**config.mk**
```make
export PLATFORM = sky130hd
export DESIGN_NAME = instruction_execute
export DESIGN_NICKNAME = d
export VERILOG_FILES = /design/src/rtl/instruction_execute.sv
export SDC_FILE = /design/constraint.sdc
export NUM_CORES = 1
export LEC_CHECK = 0
export BUFFER_PORTS_ARGS = -buffer_cell sky130_fd_sc_hd__buf_4
export CELL_PAD_IN_SITES_DETAIL_PLACEMENT = 1
export CELL_PAD_IN_SITES_GLOBAL_PLACEMENT = 2
export CORE_ASPECT_RATIO = 0.9
export CORE_MARGIN = 10
export CORE_UTILIZATION = 26
export CTS_CLUSTER_DIAMETER = 50
export DETAILED_ROUTE_END_ITERATION = 10
export PLACE_DENSITY_LB_ADDON = 0.1
export SLEW_MARGIN = 20
export SYNTH_ARGS = -nofsm -noshare
export SYNTH_HDL_FRONTEND = slang
export SYNTH_SLANG_ARGS = --single-unit
```
**constraint.sdc**
```tcl
create_clock -name clk -period 6.25 [get_ports clk]
set_clock_uncertainty 0.15 [all_clocks]
set_input_delay 0.9375 -clock clk [delete_from_list [all_inputs] [get_ports clk]]
set_output_delay 0.9375 -clock clk [all_outputs]
set_load 0.02 [all_outputs]
```
**src/rtl/instruction_execute.sv**
```systemverilog
// -----------------------------------------------------------------------------
// instruction_execute
//
// Execute stage of a five-stage RISC-V style pipeline, together with the
// EX/MEM pipeline register that follows it.
//
// The stage does the following:
//   - It resolves operand forwarding from the writeback and memory stages.
//   - It selects the second ALU operand, either the register value or the
//     immediate.
//   - It runs the ALU.
//   - It computes the branch/jump target and the redirect request, both
//     combinationally, so that fetch can act in the same cycle.
//   - It registers the result and the memory/writeback controls for the
//     memory stage.
//
// Ports
//   clk                 rising-edge clock
//   reset               synchronous, active-high reset of the EX/MEM register
//   RD1E, RD2E          register-file operands from ID/EX
//   PCE, PCPlus4E       PC of this instruction and PC+4
//   ImmExtE             sign-extended immediate
//   RdE                 destination register index
//   RegWriteE           register write enable
//   MemWriteE           data memory write enable
//   JumpE, BranchE      jump / conditional branch
//   ALUSrcE             1: the second ALU operand is ImmExtE
//   ResultSrcE          writeback result select (passed through)
//   ALUControlE         ALU operation select
//   ForwardAE/BE        forwarding selects from the hazard unit
//   ResultW             writeback-stage result, used for forwarding
//   PCSrcE, PCTargetE   combinational redirect request and target to fetch
//   ALUResultM, WriteDataM, PCPlus4M, RdM,
//   RegWriteM, MemWriteM, ResultSrcM
//                       EX/MEM register outputs
// -----------------------------------------------------------------------------
module instruction_execute (
    input  logic        clk,
    input  logic        reset,

    input  logic [31:0] RD1E,
    input  logic [31:0] RD2E,
    input  logic [31:0] PCE,
    input  logic [31:0] PCPlus4E,
    input  logic [31:0] ImmExtE,
    input  logic [4:0]  RdE,

    input  logic        RegWriteE,
    input  logic        MemWriteE,
    input  logic        JumpE,
    input  logic        BranchE,
    input  logic        ALUSrcE,
    input  logic [1:0]  ResultSrcE,
    input  logic [2:0]  ALUControlE,

    input  logic [1:0]  ForwardAE,
    input  logic [1:0]  ForwardBE,
    input  logic [31:0] ResultW,

    output logic        PCSrcE,
    output logic [31:0] PCTargetE,

    output logic [31:0] ALUResultM,
    output logic [31:0] WriteDataM,
    output logic [31:0] PCPlus4M,
    output logic [4:0]  RdM,
    output logic        RegWriteM,
    output logic        MemWriteM,
    output logic [1:0]  ResultSrcM
);

    // Forwarding selects. Code 11 is unused and behaves like 00, which
    // means "take the register-file value".
    localparam logic [1:0] FWD_REG = 2'b00;
    localparam logic [1:0] FWD_WB  = 2'b01;
    localparam logic [1:0] FWD_MEM = 2'b10;

    // ALU operation codes. Codes 100, 110 and 111 are unused and produce 0.
    localparam logic [2:0] ALU_ADD = 3'b000;
    localparam logic [2:0] ALU_SUB = 3'b001;
    localparam logic [2:0] ALU_AND = 3'b010;
    localparam logic [2:0] ALU_OR  = 3'b011;
    localparam logic [2:0] ALU_SLT = 3'b101;

    // -------------------------------------------------------------------------
    // Execute-stage combinational signals
    // -------------------------------------------------------------------------
    logic [31:0] src_a_e;
    logic [31:0] write_data_e;
    logic [31:0] src_b_e;
    logic [31:0] alu_result_e;
    logic        zero_e;

    // EX/MEM register state and its next-state values.
    logic [31:0] alu_result_q,  alu_result_d;
    logic [31:0] write_data_q,  write_data_d;
    logic [31:0] pc_plus4_q,    pc_plus4_d;
    logic [4:0]  rd_q,          rd_d;
    logic        reg_write_q,   reg_write_d;
    logic        mem_write_q,   mem_write_d;
    logic [1:0]  result_src_q,  result_src_d;

    // -------------------------------------------------------------------------
    // Operand forwarding.
    // The memory-stage value comes from this block's own registered result.
    // That way a back-to-back dependent instruction sees the result of the
    // previous cycle without any extra wiring.
    // -------------------------------------------------------------------------
    // NOTE: every combinational output is given a value on every path (a
    // default arm or a leading default), so no latch can be inferred.
    always_comb begin
        case (ForwardAE)
            FWD_WB:  src_a_e = ResultW;
            FWD_MEM: src_a_e = alu_result_q;
            default: src_a_e = RD1E;
        endcase
    end

    always_comb begin
        case (ForwardBE)
            FWD_WB:  write_data_e = ResultW;
            FWD_MEM: write_data_e = alu_result_q;
            default: write_data_e = RD2E;
        endcase
    end

    // The store data is the forwarded operand, captured before the immediate
    // mux, so that stores see forwarded values too.
    assign src_b_e = ALUSrcE ? ImmExtE : write_data_e;

    // -------------------------------------------------------------------------
    // ALU. All arithmetic wraps modulo 2^32, and no carry or overflow flag
    // is produced.
    // -------------------------------------------------------------------------
    always_comb begin
        case (ALUControlE)
            ALU_ADD: alu_result_e = src_a_e + src_b_e;
            ALU_SUB: alu_result_e = src_a_e - src_b_e;
            ALU_AND: alu_result_e = src_a_e & src_b_e;
            ALU_OR:  alu_result_e = src_a_e | src_b_e;
            ALU_SLT: alu_result_e = {31'd0, ($signed(src_a_e) < $signed(src_b_e))};
            default: alu_result_e = 32'd0;
        endcase
    end

    assign zero_e = (alu_result_e == 32'd0);

    // -------------------------------------------------------------------------
    // Redirect to fetch.
    // This path is purely combinational and does not depend on reset. A
    // branch is taken when the comparison, done by subtraction, gives zero.
    // -------------------------------------------------------------------------
    assign PCTargetE = PCE + ImmExtE;
    assign PCSrcE    = (BranchE & zero_e) | JumpE;

    // -------------------------------------------------------------------------
    // EX/MEM register. It has no stall and no enable, so it loads every
    // cycle. Bubbles arrive with all-zero controls and pass through
    // unchanged, which keeps RegWriteM and MemWriteM low.
    // -------------------------------------------------------------------------
    always_comb begin
        alu_result_d = alu_result_e;
        write_data_d = write_data_e;
        pc_plus4_d   = PCPlus4E;
        rd_d         = RdE;
        reg_write_d  = RegWriteE;
        mem_write_d  = MemWriteE;
        result_src_d = ResultSrcE;
    end

    // NOTE: sequential state uses non-blocking assignments only. All
    // registers therefore sample their next-state values from the same
    // edge, regardless of statement order.
    // NOTE: reset is checked first. An instruction that is in flight when
    // reset is high is discarded, and the datapath registers are cleared
    // together with the controls.
    always_ff @(posedge clk) begin
        if (reset) begin
            alu_result_q <= 32'd0;
            write_data_q <= 32'd0;
            pc_plus4_q   <= 32'd0;
            rd_q         <= 5'd0;
            reg_write_q  <= 1'b0;
            mem_write_q  <= 1'b0;
            result_src_q <= 2'b00;
        end else begin
            alu_result_q <= alu_result_d;
            write_data_q <= write_data_d;
            pc_plus4_q   <= pc_plus4_d;
            rd_q         <= rd_d;
            reg_write_q  <= reg_write_d;
            mem_write_q  <= mem_write_d;
            result_src_q <= result_src_d;
        end
    end

    assign ALUResultM = alu_result_q;
    assign WriteDataM = write_data_q;
    assign PCPlus4M   = pc_plus4_q;
    assign RdM        = rd_q;
    assign RegWriteM  = reg_write_q;
    assign MemWriteM  = mem_write_q;
    assign ResultSrcM = result_src_q;

endmodule

```
==> results of run 1 <==
-- cell usage after synthesis, types with 35 or more instances --
master      n  share of area
o21ai_0   112          0.052
inv_1     114          0.039
dfxtp_1   105           0.19
a21oi_1   132          0.061
clkbuf_1   76          0.026
xnor2_1    42          0.034
nor3_1     35          0.016
ha_1      143           0.17
nor2_1    149          0.052
a22oi_1    67          0.046
nand2_1   113          0.039
nor2b_1    55          0.032
-- registers in the layout (all words and copies together), names as in the netlist --
| name | count |
|---|---|
| ALUResultM | 32 |
| MemWriteM | 1 |
| PCPlus4M | 32 |
| RdM | 5 |
| RegWriteM | 1 |
| ResultSrcM | 2 |
| WriteDataM | 32 |
-- per-stage QoR --
| step | area [um^2] | hold slack [ns] | worst slack (ns) |
|---|---|---|---|
| 2_1_floorplan | 10800 | 0.629 | 0.000952 |
| 3_3_place_gp | 16500 | 0.536 | -0.826 |
| 3_5_place_dp | 16500 | 0.542 | -0.905 |
| 4_1_cts | 17800 | 0.572 | -0.169 |
| 5_1_grt | 18000 | 0.599 | -0.491 |
| 6_report | 18000 | 0.559 | -0.342 |
-- cells by family (layout without fill, tap and decap cells) --
logic type	count (synthesis)	after routing	synth area share
simple gates	461	461	0.206
mux	12	12	0.0135
other cells	0	1	0
fa+ha+maj	146	146	0.171
flops	105	105	0.194
buf+inv	212	884	0.0756
xor+xnor	54	54	0.0436
compound gates	495	495	0.297
-- worst max-delay path: stages --
cell and delay (ns):
buf_8 0.09, inv_4 0.03, ha_4 0.30, nor2_4 0.15, a21oi_4 0.05, o21a_4 0.23
buf_4 0.14, buf_4 0.13, fa_2 0.54, mux4_2 0.26, a21oi_2 0.07, nor3b_2 0.25
o221a_2 0.23, nand4_2 0.07, a2111o_1 0.36, or4b_4 0.55, nor4_4 0.26, nand4_1 0.23
nor3_4 0.27, a41o_1 0.21, buf_6 0.13
-- worst max-delay path by stage --
stage            startpoint  endpoint  slack (ns)  cells after the start
3_5_place_dp   ForwardBE[0]    PCSrcE       -0.90                     26
5_1_grt        ForwardBE[0]    PCSrcE       -0.49                     26
2_1_floorplan  ForwardAE[0]    PCSrcE       0.001                     21
3_3_place_gp   ForwardBE[0]    PCSrcE       -0.83                     26
6_report       ForwardBE[0]    PCSrcE       -0.34                     21
4_1_cts        ForwardBE[1]    PCSrcE       -0.17                     20
-- where the power goes --
group          internal [mW]  switching [mW]  leakage, nW
Combinational           1.08            1.18         7.54
Sequential             0.717          0.0360        0.868
Clock                  0.284           0.320        0.147
-- layout make-up --
| cell class | instances | area (um^2) | area share |
|---|---|---|---|
| diodes | 1 | 2.50 | 0.000139 |
| multi-input cells | 1168 | 8640 | 0.481 |
| clock buffers | 9 | 225 | 0.0125 |
| clock inverters | 7 | 70.1 | 0.00390 |
| well taps | 540 | 676 | 0.0376 |
| repair buffers | 748 | 5800 | 0.323 |
| flip-flops and latches | 105 | 2100 | 0.117 |
| inverters | 120 | 457 | 0.0254 |
-- per-layer routing --
metal  global-route usage  vias up
met5                    0        -
met2                0.391      340
met1                0.333     6598
met4               0.0413        0
li1                     -     6576
met3               0.0436       37
-- cell usage in the layout (no fill, tap or decap), drive strengths merged, types with 15 or more instances in the layout --
master	n
xnor2	42
a22oi	67
nor3	36
o21bai	17
ha	143
nor2b	57
a21oi	132
and2	17
inv	122
a21o	25
o21a	17
dfxtp	105
nor4	15
nor2	149
nand3	20
nand2	113
o21ai	118
buf	747
-- what timing repair did --
action | CTS | global route
pin swaps | 60 | 31
buffers inserted | 32 | 3
setup endpoints to repair | 1 | 1
gates cloned | 2 | 0
resized for setup | 176 | 41
==> out/qor.csv, run 1 <==
metric,value,unit
outcome,"complete, but fails checks",
violations,negative setup slack,
hold_end,WriteDataM[25],
required,5.16,ns
ios,351,
rsz0062_at_grt,yes,
period_needed,6.59,ns
fin_setup_tns,-0.342,ns
first_pass_iters,5,
max_freq,0.152,GHz
worstMarginPinSlew,0.749,ns
critPathMaxFanout,7,
antenna_found_initial,1,
synth_edf_count,0,
maxCapViolCount,0,
dieArea,50300,um^2
port_buffers,350,
cts.clk_slew.worst_paths,0.08,ns
yosysUniqueCellTypes,85,
power,3.62,mW
grt_use_total,0.242,
cts_tree,yes,
ys_ff_latch,105,
irDropWorstVdd,0.102,mV
grt_pass1_wl,93800,um
area_delta_synth_final,65.9,%
grt.overflow.total,0,
clock_insertion_delay_worst_skew,0.38,ns
stdcell_count,2698,
ctsHoldBuffers,0,
setup_slack,-0.342,ns
slew_viol_final,0,
arrival,5.50,ns
rr_endpoint,ALUResultM[30],
ys_seq_area_frac,0.194,
synth_ff_type,dfxtp_1,
first_global_vias,14100,
fill_cells,5007,
hold_viol_final,0,
die_x,235,um
crit_type,primary input to primary output,
design.core.area,40900,um^2
syn-instance-count,1485,
ys_warn_count,0,
dr.first_iter.drc_count,786,
vias,13600,
place.gp.congestion,0.903,
syn_area_per_cell,7.30,um^2
routed_wl,63400,um
slew_headroom,0.499,
post_drt_wl_per_cell,23.5,um
layout-drive-gt1-share,0.425,
grt_max_degree,93,
cts_max_level,3,
setup_viol,1,
place_inst,2646,
post-dp-hpwl,53100,um
met1_length,30300,um
cts_buffers,9,
routed_via_density,5.02,
postSynthNetCount,1844,
cts.sinks,105,
cts_root_buffer,clkbuf_16,
num_rows,70,
route.top_layer_used,met4,
whs_path_depth,4,
cp-start-kind,primary input,
drt_drc_violations_left,0,
rrSetupSlack,1.81,ns
async_flop_share,0,
dr_wl_met3,3360,um
detail-route-antenna-nets,0,
min_period_over_period,1.05,
cp-end-kind,primary output,
ff2ff_path_depth,20,
r2r_start,ALUResultM[0],
post-route-util,0.440,
nets,2511,
initial_core_util,0.265,
clock_path_buffers,2,
power_density,202,nW/um^2
dr_wl_met2,29100,um
min_from,ALUResultM[25],
p_leak,8.55,nW
die_h,214,um
synth_area,10800,um^2
hold_path.class,register to register,
No activity file was read; power rests on OpenSTA's default activity.
==> run 2: changes to the inputs <==
--- a/config.mk
+++ b/config.mk
@@ -10,7 +10,7 @@
 export CELL_PAD_IN_SITES_GLOBAL_PLACEMENT = 2
 export CORE_ASPECT_RATIO = 0.9
 export CORE_MARGIN = 10
-export CORE_UTILIZATION = 26
+export CORE_UTILIZATION = 28
 export CTS_CLUSTER_DIAMETER = 50
 export DETAILED_ROUTE_END_ITERATION = 10
 export PLACE_DENSITY_LB_ADDON = 0.1
==> constraint.sdc (replaced) <==
create_clock -name clk -period 6.9 [get_ports clk]
set_clock_uncertainty 0.15 [all_clocks]
set_input_delay 1.035 -clock clk [delete_from_list [all_inputs] [get_ports clk]]
set_output_delay 1.035 -clock clk [all_outputs]
set_load 0.02 [all_outputs]
==> out/qor.csv, run 2 (synthesized netlist as in run 1, its figures left out) <==
metric,value,unit
cts.clk_slew.worst_paths,0.09,ns
dr.first_iter.drc_count,828,
power,3.12,mW
critPathMaxFanout,12,
port_buffers,350,
cts.sinks,105,
mostFrequentLayoutCells,"619 x buf_4, 145 x nor2_1, 128 x ha_1",
p_leak,7.95,nW
hold_path.class,register to register,
grtUsageMet1,0.332,
arrival,5.58,ns
place_inst,2494,
nets,2393,
first_global_vias,13200,
grt_busiest_layer,met2,
post-dp-hpwl,51200,um
worstMarginPinSlew,0.900,ns
grt_use_met3,0.0463,
cp-end-kind,primary output,
cts_buffers,9,
fin_setup_tns,0,ns
slew_headroom,0.400,
fill_cells,4740,
cts_max_level,3,
clock_insertion_delay_worst_skew,0.39,ns
final_common_cell,buf_4,
cp-start-kind,primary input,
outcome,"complete, no violations",
ctsHoldBuffers,0,
drt_drc_violations_left,0,
routed_wl,60700,um
layout-drive-gt1-share,0.379,
post-place-ws,-0.415,ns
die_h,207,um
required,5.71,ns
setup_slack,0.139,ns
setup_viol,0,
irDropWorstVdd,0.128,mV
power_density,186,nW/um^2
area_delta_synth_final,54.8,%
num_rows,68,
detail-route-antenna-nets,0,
grt.overflow.total,0,
stdcell_count,2534,
ios,351,
max_freq,0.148,GHz
post_drt_wl_per_cell,24.0,um
rrSetupSlack,2.49,ns
vias,13100,
period_needed,6.76,ns
crit_type,primary input to primary output,
slew_viol_final,0,
use_met2,0.384,
dieArea,47000,um^2
routed_via_density,5.18,
place.gp.congestion,0.910,
maxCapViolCount,0,
clock_path_buffers,2,
initial_core_util,0.283,
design.core.area,38300,um^2
die_x,227,um
hold_viol_final,0,
grt_max_degree,78,
antenna_found_initial,10,
min_period_over_period,0.980,
cts_tree,yes,
cts_root_buffer,clkbuf_16,
grt_use_total,0.243,
grt_pass1_wl,86000,um
first_pass_iters,5,
fin_worst_hold_slack,0.578,ns
-- run 2: critical path, stage by stage --
cell       delay (ns)
buf_4            0.12
inv_1            0.05
ha_1             0.24
buf_4            0.22
a22oi_1          0.10
o21ai_0          0.44
ha_2             0.42
buf_4            0.16
inv_2            0.05
a21oi_1          0.05
or3_1            0.38
and4b_2          0.28
a2111oi_2        0.36
buf_4            0.18
o2bb2ai_1        0.08
xnor2_1          0.20
o21ai_1          0.11
nor4_2           0.29
nand4_1          0.20
nor3_4           0.26
a41o_1           0.20
buf_6            0.13
-- run 2: where the power goes --
group	internal (mW)	switching [mW]
registers	0.649	0.0324
clock network	0.261	0.290
logic	0.861	1.02
-- run 2: per-layer routing --
| metal | vias up | share of wire |
|---|---|---|
| li1 | 6329 | - |
| met3 | 61 | 0.059 |
| met1 | 6381 | 0.47 |
| met5 | - | 0.00081 |
| met2 | 351 | 0.45 |
| met4 | 8 | 0.019 |
-- run 2: layout make-up --
class                      instances  area (um^2)  share of cell area
inverter                         120          450              0.0268
timing repair buffer             630         4840               0.289
antenna                            5         12.5            0.000746
clock inverter                     7         82.6             0.00492
tap                              490          613              0.0365
sequential                       105         2100               0.125
multi-input combinational       1168         8450               0.504
clock buffer                       9          225              0.0134
-- run 2: worst paths after layout --
kind,startpoint,to,cells after the start
setup reg to reg,ALUResultM[9],ALUResultM[31],23
hold / removal,ALUResultM[26],WriteDataM[26],4
setup / recovery,ForwardAE[1],PCSrcE,22
hold reg to reg,ALUResultM[26],WriteDataM[26],4
-- run 2: stage by stage --
step | utilization | instance area (um^2)
global placement | 0.410 | 15700
global route | 0.438 | 16800
finish | 0.438 | 16800
floorplan | - | 10800
detailed placement | 0.410 | 15700
CTS | 0.421 | 16100
-- run 2: timing repair --
item                                    in CTS  in global routing
resized for setup                           17                144
pin swaps                                    6                 40
buffers inserted                             5                 12
cloned                                       0                  2
endpoints found under the setup margin       1                  1
